File: config.mk
export PLATFORM = sky130hd
export DESIGN_NAME = vga_timing_gen
export DESIGN_NICKNAME = d
export VERILOG_FILES = /design/src/rtl/vga_timing_gen.sv
export SDC_FILE = /design/constraint.sdc
export NUM_CORES = 1
export LEC_CHECK = 0
export ABC_AREA = 1
export CAP_MARGIN = 20
export CORE_ASPECT_RATIO = 1.5
export CORE_MARGIN = 2
export CORE_UTILIZATION = 55
export DETAILED_ROUTE_END_ITERATION = 10
export DONT_BUFFER_PORTS = 1
export PLACE_DENSITY_LB_ADDON = 0.15
export SYNTH_ARGS = -nofsm -noshare
export SYNTH_HDL_FRONTEND = slang
export SYNTH_SLANG_ARGS = --single-unit
File: constraint.sdc
create_clock -name vga_clk -period 1.9 [get_ports vga_clk]
set_input_delay 0.38 -clock vga_clk [delete_from_list [all_inputs] [get_ports vga_clk]]
set_output_delay 0.38 -clock vga_clk [all_outputs]
set_load 0.02 [all_outputs]
File: src/rtl/vga_timing_gen.sv
// vga_timing_gen: free-running VGA raster timing generator on the pixel clock.
// Produces DrawX/DrawY/blank for the renderers, hs/vs for the monitor, and
// line/frame strobes plus a wrapping frame counter for game logic.
// Optional build macro: VGA_PIPE_ALIGN_EN delays hs/vs by one extra flop so
// sync edges line up with the one-cycle registered RGB of downstream stages.
module vga_timing_gen #(
    parameter int H_ACTIVE = 640,
    parameter int H_FP     = 16,
    parameter int H_SYNC   = 96,
    parameter int H_BP     = 48,
    parameter int V_ACTIVE = 480,
    parameter int V_FP     = 10,
    parameter int V_SYNC   = 2,
    parameter int V_BP     = 33
) (
    input  logic       vga_clk,
    input  logic       reset_n,
    output logic [9:0] DrawX,
    output logic [9:0] DrawY,
    output logic       blank,
    output logic       hs,
    output logic       vs,
    output logic       line_start,
    output logic       frame_start,
    output logic [7:0] frame_count
);
    localparam int H_TOTAL = H_ACTIVE + H_FP + H_SYNC + H_BP;
    localparam int V_TOTAL = V_ACTIVE + V_FP + V_SYNC + V_BP;

    localparam logic [9:0] H_LAST   = 10'(H_TOTAL - 1);
    localparam logic [9:0] V_LAST   = 10'(V_TOTAL - 1);
    localparam logic [9:0] H_ACT    = 10'(H_ACTIVE);
    localparam logic [9:0] V_ACT    = 10'(V_ACTIVE);
    localparam logic [9:0] HS_BEGIN = 10'(H_ACTIVE + H_FP);
    localparam logic [9:0] HS_END   = 10'(H_ACTIVE + H_FP + H_SYNC);
    localparam logic [9:0] VS_BEGIN = 10'(V_ACTIVE + V_FP);
    localparam logic [9:0] VS_END   = 10'(V_ACTIVE + V_FP + V_SYNC);

    // Counters are 10 bits wide, so the raster must fit in 1024x1024.
    if (H_TOTAL > 1024 || V_TOTAL > 1024) begin : g_size_check
        $error("vga_timing_gen: H_TOTAL and V_TOTAL must be <= 1024");
    end

    logic       h_wrap;
    logic [9:0] x_nxt;
    logic [9:0] y_nxt;
    logic       blank_nxt;
    logic       hs_nxt;
    logic       vs_nxt;
    logic       line_start_nxt;
    logic       frame_start_nxt;

    // Next raster position and the outputs that describe it, so every
    // registered output matches the DrawX/DrawY shown in the same cycle.
    always_comb begin
        h_wrap          = (DrawX == H_LAST);
        x_nxt           = h_wrap ? 10'd0 : DrawX + 10'd1;
        y_nxt           = DrawY;
        if (h_wrap) begin
            y_nxt = (DrawY == V_LAST) ? 10'd0 : DrawY + 10'd1;
        end
        blank_nxt       = (x_nxt < H_ACT) && (y_nxt < V_ACT);
        hs_nxt          = !((x_nxt >= HS_BEGIN) && (x_nxt < HS_END));
        vs_nxt          = !((y_nxt >= VS_BEGIN) && (y_nxt < VS_END));
        line_start_nxt  = (x_nxt == 10'd0);
        frame_start_nxt = (x_nxt == 10'd0) && (y_nxt == 10'd0);
    end

`ifdef VGA_PIPE_ALIGN_EN
    logic hs_dly;
    logic vs_dly;

    // Extra sync stage: hs/vs trail the pixel position by one cycle.
    always_ff @(posedge vga_clk or negedge reset_n) begin
        if (!reset_n) begin
            hs_dly <= 1'b1;
            vs_dly <= 1'b1;
            hs     <= 1'b1;
            vs     <= 1'b1;
        end else begin
            hs_dly <= hs_nxt;
            vs_dly <= vs_nxt;
            hs     <= hs_dly;
            vs     <= vs_dly;
        end
    end
`else
    // Sync outputs aligned with the pixel position.
    always_ff @(posedge vga_clk or negedge reset_n) begin
        if (!reset_n) begin
            hs <= 1'b1;
            vs <= 1'b1;
        end else begin
            hs <= hs_nxt;
            vs <= vs_nxt;
        end
    end
`endif

    // Raster position, blanking, strobes and frame counter. Reset parks the
    // counters on the last pixel so the first edge after release lands on (0,0).
    always_ff @(posedge vga_clk or negedge reset_n) begin
        if (!reset_n) begin
            DrawX       <= H_LAST;
            DrawY       <= V_LAST;
            blank       <= 1'b0;
            line_start  <= 1'b0;
            frame_start <= 1'b0;
            frame_count <= 8'd0;
        end else begin
            DrawX       <= x_nxt;
            DrawY       <= y_nxt;
            blank       <= blank_nxt;
            line_start  <= line_start_nxt;
            frame_start <= frame_start_nxt;
            if (frame_start_nxt) begin
                frame_count <= frame_count + 8'd1;
            end
        end
    end

endmodule

-- Word level (Yosys, flattened, before mapping)
Index checks and enable logic that the tools add are counted.
- bits of input ports: 2
- register bits: 33
- eq/ne operators: 2
- add/subtract/negate cells: 3
- reductions and logical operators: 8
- magnitude comparators: 6
- mux-type cells: 3
- operators by type and width (kind ; count):
    $mux 10 ; 3
    $add 10x1->10 const B ; 2
    $eq 10x10->1 const B ; 2
    $logic_not 10->1 ; 2
    $lt 10x10->1 const B ; 2
    $lt 10x9->1 const B ; 2
    $ge 10x10->1 const B ; 1
    $ge 10x9->1 const B ; 1
    $add 8x1->8 const B ; 1
    $logic_and 1x1->1 ; 4
    $logic_not 1->1 ; 2

-- Depth between registers and ports, before layout
- depth after elaboration: 6
- mapped depth: 15
- depth with buffers taken out: 15

-- Least setup slack after synthesis
Ideal clock, no wire load.
- path type: reg-to-reg
- start point: register DrawX[0]
- end point: register frame_count[4]
- arrival: 2.008 ns
- stages on the path, launching flop included: 14
- path slack: -0.226 ns
- library setup time: 0.118 ns
- path buffers: 1
- cells stage by stage: dfstp_2 > ha_1 > nand2_2 > nor2_8 > nand3_4 > buf_6 > nand2_2 > nand2_2 > nor2_2 > nand2_2 > nor2_8 > nand3_4 > nand2_1 > nand2_1
- word-level cells in the longest chain between the ends: 4
- ends and longest elaborated chain (what ; RTL line ; source):
    from (decl) ; 18 ; output logic [9:0] DrawX,
    from (signal assigned) ; 111 ; DrawX <= x_nxt;
    $eq 10x10->1 ; 56 ; h_wrap = (DrawX == H_LAST);
    $mux 10 ; 59 ; if (h_wrap) begin
    net y_nxt[7] ; 46 ; logic [9:0] y_nxt;
    $logic_not 10->1 ; 66 ; frame_start_nxt = (x_nxt == 10'd0) && (y_nxt == 10'd0);
    $logic_and 1x1->1 ; 66 ;
    to (signal assigned) ; 117 ; frame_count <= frame_count + 8'd1;
    to (decl) ; 25 ; output logic [7:0] frame_count
The timed path passes the listed nets, and every way through them passes these cells.
A chain may end at the register's enable or synchronous reset.

-- Worst setup path in the final report
- start point: register DrawX[1]
- end point: register frame_count[0]
Same word-level chain as after synthesis.

==> flow_summary.json <==
{
  "dpl.hpwl_mm": 4.04,
  "peakVddDrop_uv": 712,
  "drt.antenna.violating_nets": 0,
  "viasPerCell": 5.45,
  "synthTopCellsByArea": "dfrtp_1 26%, dfstp_2 16%, nand2_1 15%, inv_1 6.5%, nand3_1 5.2%",
  "skew_ns": 0.00562,
  "fin_crit_sh_pct": 110,
  "cts.reportedPaths.clkPinSlew_ns": 0.07,
  "maxCapViolations": 0,
  "start_util_pct": 56.3,
  "finalHoldViolations": 0,
  "end_kind": "flip-flop",
  "cts.sinks": 33,
  "ys_seq_area_share_pct": 41.7,
  "synth.most_common_cell": "nand2_1",
  "worstPathRequired_ns": 2.08,
  "grt_start_max_net_pins": 34,
  "wirelength_mm": 5.82,
  "hold_path_class": "in -> async",
  "cts_tree": "done",
  "root_buffer": "clkbuf_8",
  "rows": 27,
  "synthDominantCellAreaShare_pct": 26.1,
  "finish.utilization_pct": 78.6,
  "die_height_um": 78.2,
  "track_usage_pct": 30.2,
  "vias": 2060,
  "drcViolationCount": 0,
  "yosys-top-cells-count": "81 x nand2_1, 35 x inv_1, 25 x nor2_1",
  "fin_nets": 340,
  "yosysWarnings": 0,
  "cellLeakagePower_nw": 1.49,
  "setup_viol": 11,
  "grt_pass1_wl_mm": 9.20,
  "setup_ws_ns": -0.194,
  "first_iter_violations": 62,
  "failed_checks": "setup timing",
  "antenna_found_initial": 0,
  "die_area_um2": 4180,
  "worstPathArrival_ns": 2.27,
  "status": "finished with violations",
  "p_per_area_nw_per_um2": 504,
  "die_w_um": 53.4,
  "gp_congestion": 0.885,
  "wl_per_cell_um": 15.4,
  "slew_headroom_pct": 75.5,
  "core_um2": 3580,
  "max_freq_mhz": 478,
  "setup.worst_path.start_class": "flip-flop",
  "critPathMaxFanout": 6,
  "fin_crit_ns": 2.09,
  "synth_cells": 264,
  "synth_top_area_cell": "dfrtp_1",
  "synthFlopType": "dfrtp_1",
  "drv_slew": 0,
  "antenna-diode-count": 0,
  "syn_nets": 270,
  "setup_tns_ns": -1.75,
  "rsz0062_at_grt": "true",
  "syn_to_final_growth_pct": 39.5,
  "holdWs_ns": 0.536,
  "synth_cell_types": 27,
  "reg2reg_depth": 14,
  "grt_pass1_vias": 2024,
  "syn-cell-area_um2": 2020,
  "layout-drive-gt1-share_pct": 41.2,
  "cts.path.max_buffers": 2,
  "htreeDepth": 2,
  "clk_latency_ns": 0.29,
  "grt_overflow": 0,
  "cts_buffers": 5,
  "syn_area_per_cell_um2": 7.64,
  "ys_ff_latch": 33,
  "portBuffers": 0,
  "async_reset_ff_share_pct": 100,
  "pin_count": 35,
  "firstDrtPassIters": 5,
  "synth-edff-count": 0,
  "power.total_mw": 1.42,
  "worst_pin_slew_ns": 0.368,
  "critical_path_class": "reg -> reg"
}
## worst paths after layout
path | startpoint | to | slack, ns
max in group asynchronous | reset_n | DrawY[3] | 1.11
min | reset_n | line_start | 0.54
max reg2reg | DrawX[1] | frame_count[0] | -0.19
max | DrawX[1] | frame_count[0] | -0.19
min in group vga_clk | DrawX[2] | DrawX[2] | 0.54
min reg2reg | DrawX[2] | DrawX[2] | 0.54
## metal layers
| metal | vias up | share of wire, % | global-route usage [%] |
|---|---|---|---|
| li1 | 979 | - | - |
| met1 | 971 | 33 | 31.6 |
| met2 | 82 | 55 | 53.7 |
| met3 | 28 | 6.7 | 6.84 |
| met4 | 0 | 5.5 | 14.9 |
| met5 | - | 0 | 0 |
## timing repair
item / CTS / global route
gates resized for setup: 10 / 19
hold buffers: 2 / 0
pin swaps: 2 / 6
endpoints found under the hold margin: 33 / 0
cloned: 2 / 0
buffers inserted: 1 / 3
setup endpoints to repair: 11 / 13
## where the power goes
group          switching (mW)  internal, mW
registers                   0         0.704
clock network           0.269         0.426
logic                  0.0141       0.00561
total                   0.283          1.14
## state kept, by name, indices dropped and copies added, names as in the netlist
signal and count:
DrawX 10, DrawY 10, blank 1, frame_count 8
frame_start 1, hs 1, line_start 1, vs 1
## critical path, cell delays in order (launching register included)
cell and delay, ns:
dfstp_2 0.55, ha_4 0.15, nand2_4 0.07, nor2_8 0.15, nand2_2 0.09, nor2_4 0.16
buf_4 0.14, nand2_1 0.06, nand2_2 0.09, nor2_2 0.05, nand2_2 0.12, nor2_8 0.07
buf_12 0.13, nand4_1 0.08, nand2_1 0.07
## per-stage QoR
step | cell area [um2] | worst slack [ns] | cells
2_1_floorplan | 2040 | -0.138 | 264
3_3_place_gp | 2510 | -0.173 | 362
3_5_place_dp | 2510 | -0.207 | 362
4_1_cts | 2730 | -0.158 | 375
5_1_grt | 2810 | -0.348 | 378
6_report | 2810 | -0.194 | 378
## kinds of logic after synthesis
kind of cell / share of synthesized area (%)
AND/OR/NAND/NOR: 42.0
buffers and inverters: 8.06
flip-flops: 41.7
AO/OA/AOI/OAI: 2.73
XOR/XNOR: 3.04
adder cells (fa/ha/maj): 2.48
## layout by cell type (no fill, tap or decap), types with 2 or more instances in the layout
cell,n
inv_2,6
inv_1,33
o21ai_2,3
dfrtp_1,21
nand2_1,74
clkbuf_8,6
xor2_1,3
o21ai_0,2
nor2_1,20
nor2_2,7
nand4_1,14
xnor2_1,4
nand3_1,18
buf_12,2
nor2_4,3
ha_1,2
ha_4,2
nand3_2,5
nor2_8,3
buf_6,5
nand2_2,21
buf_4,55
dfstp_2,12
nand3_4,3
## layout make-up
| cell class | instances | area (um2) |
|---|---|---|
| Clock buffer | 6 | 82.6 |
| Multi-Input combinational cell | 192 | 1130 |
| Inverter | 39 | 146 |
| Timing Repair Buffer | 63 | 519 |
| Tap cell | 43 | 53.8 |
| Sequential cell | 33 | 841 |
| Clock inverter | 2 | 37.5 |
| Fill cell | 254 | 767 |
(Power assumes the default switching activity.)
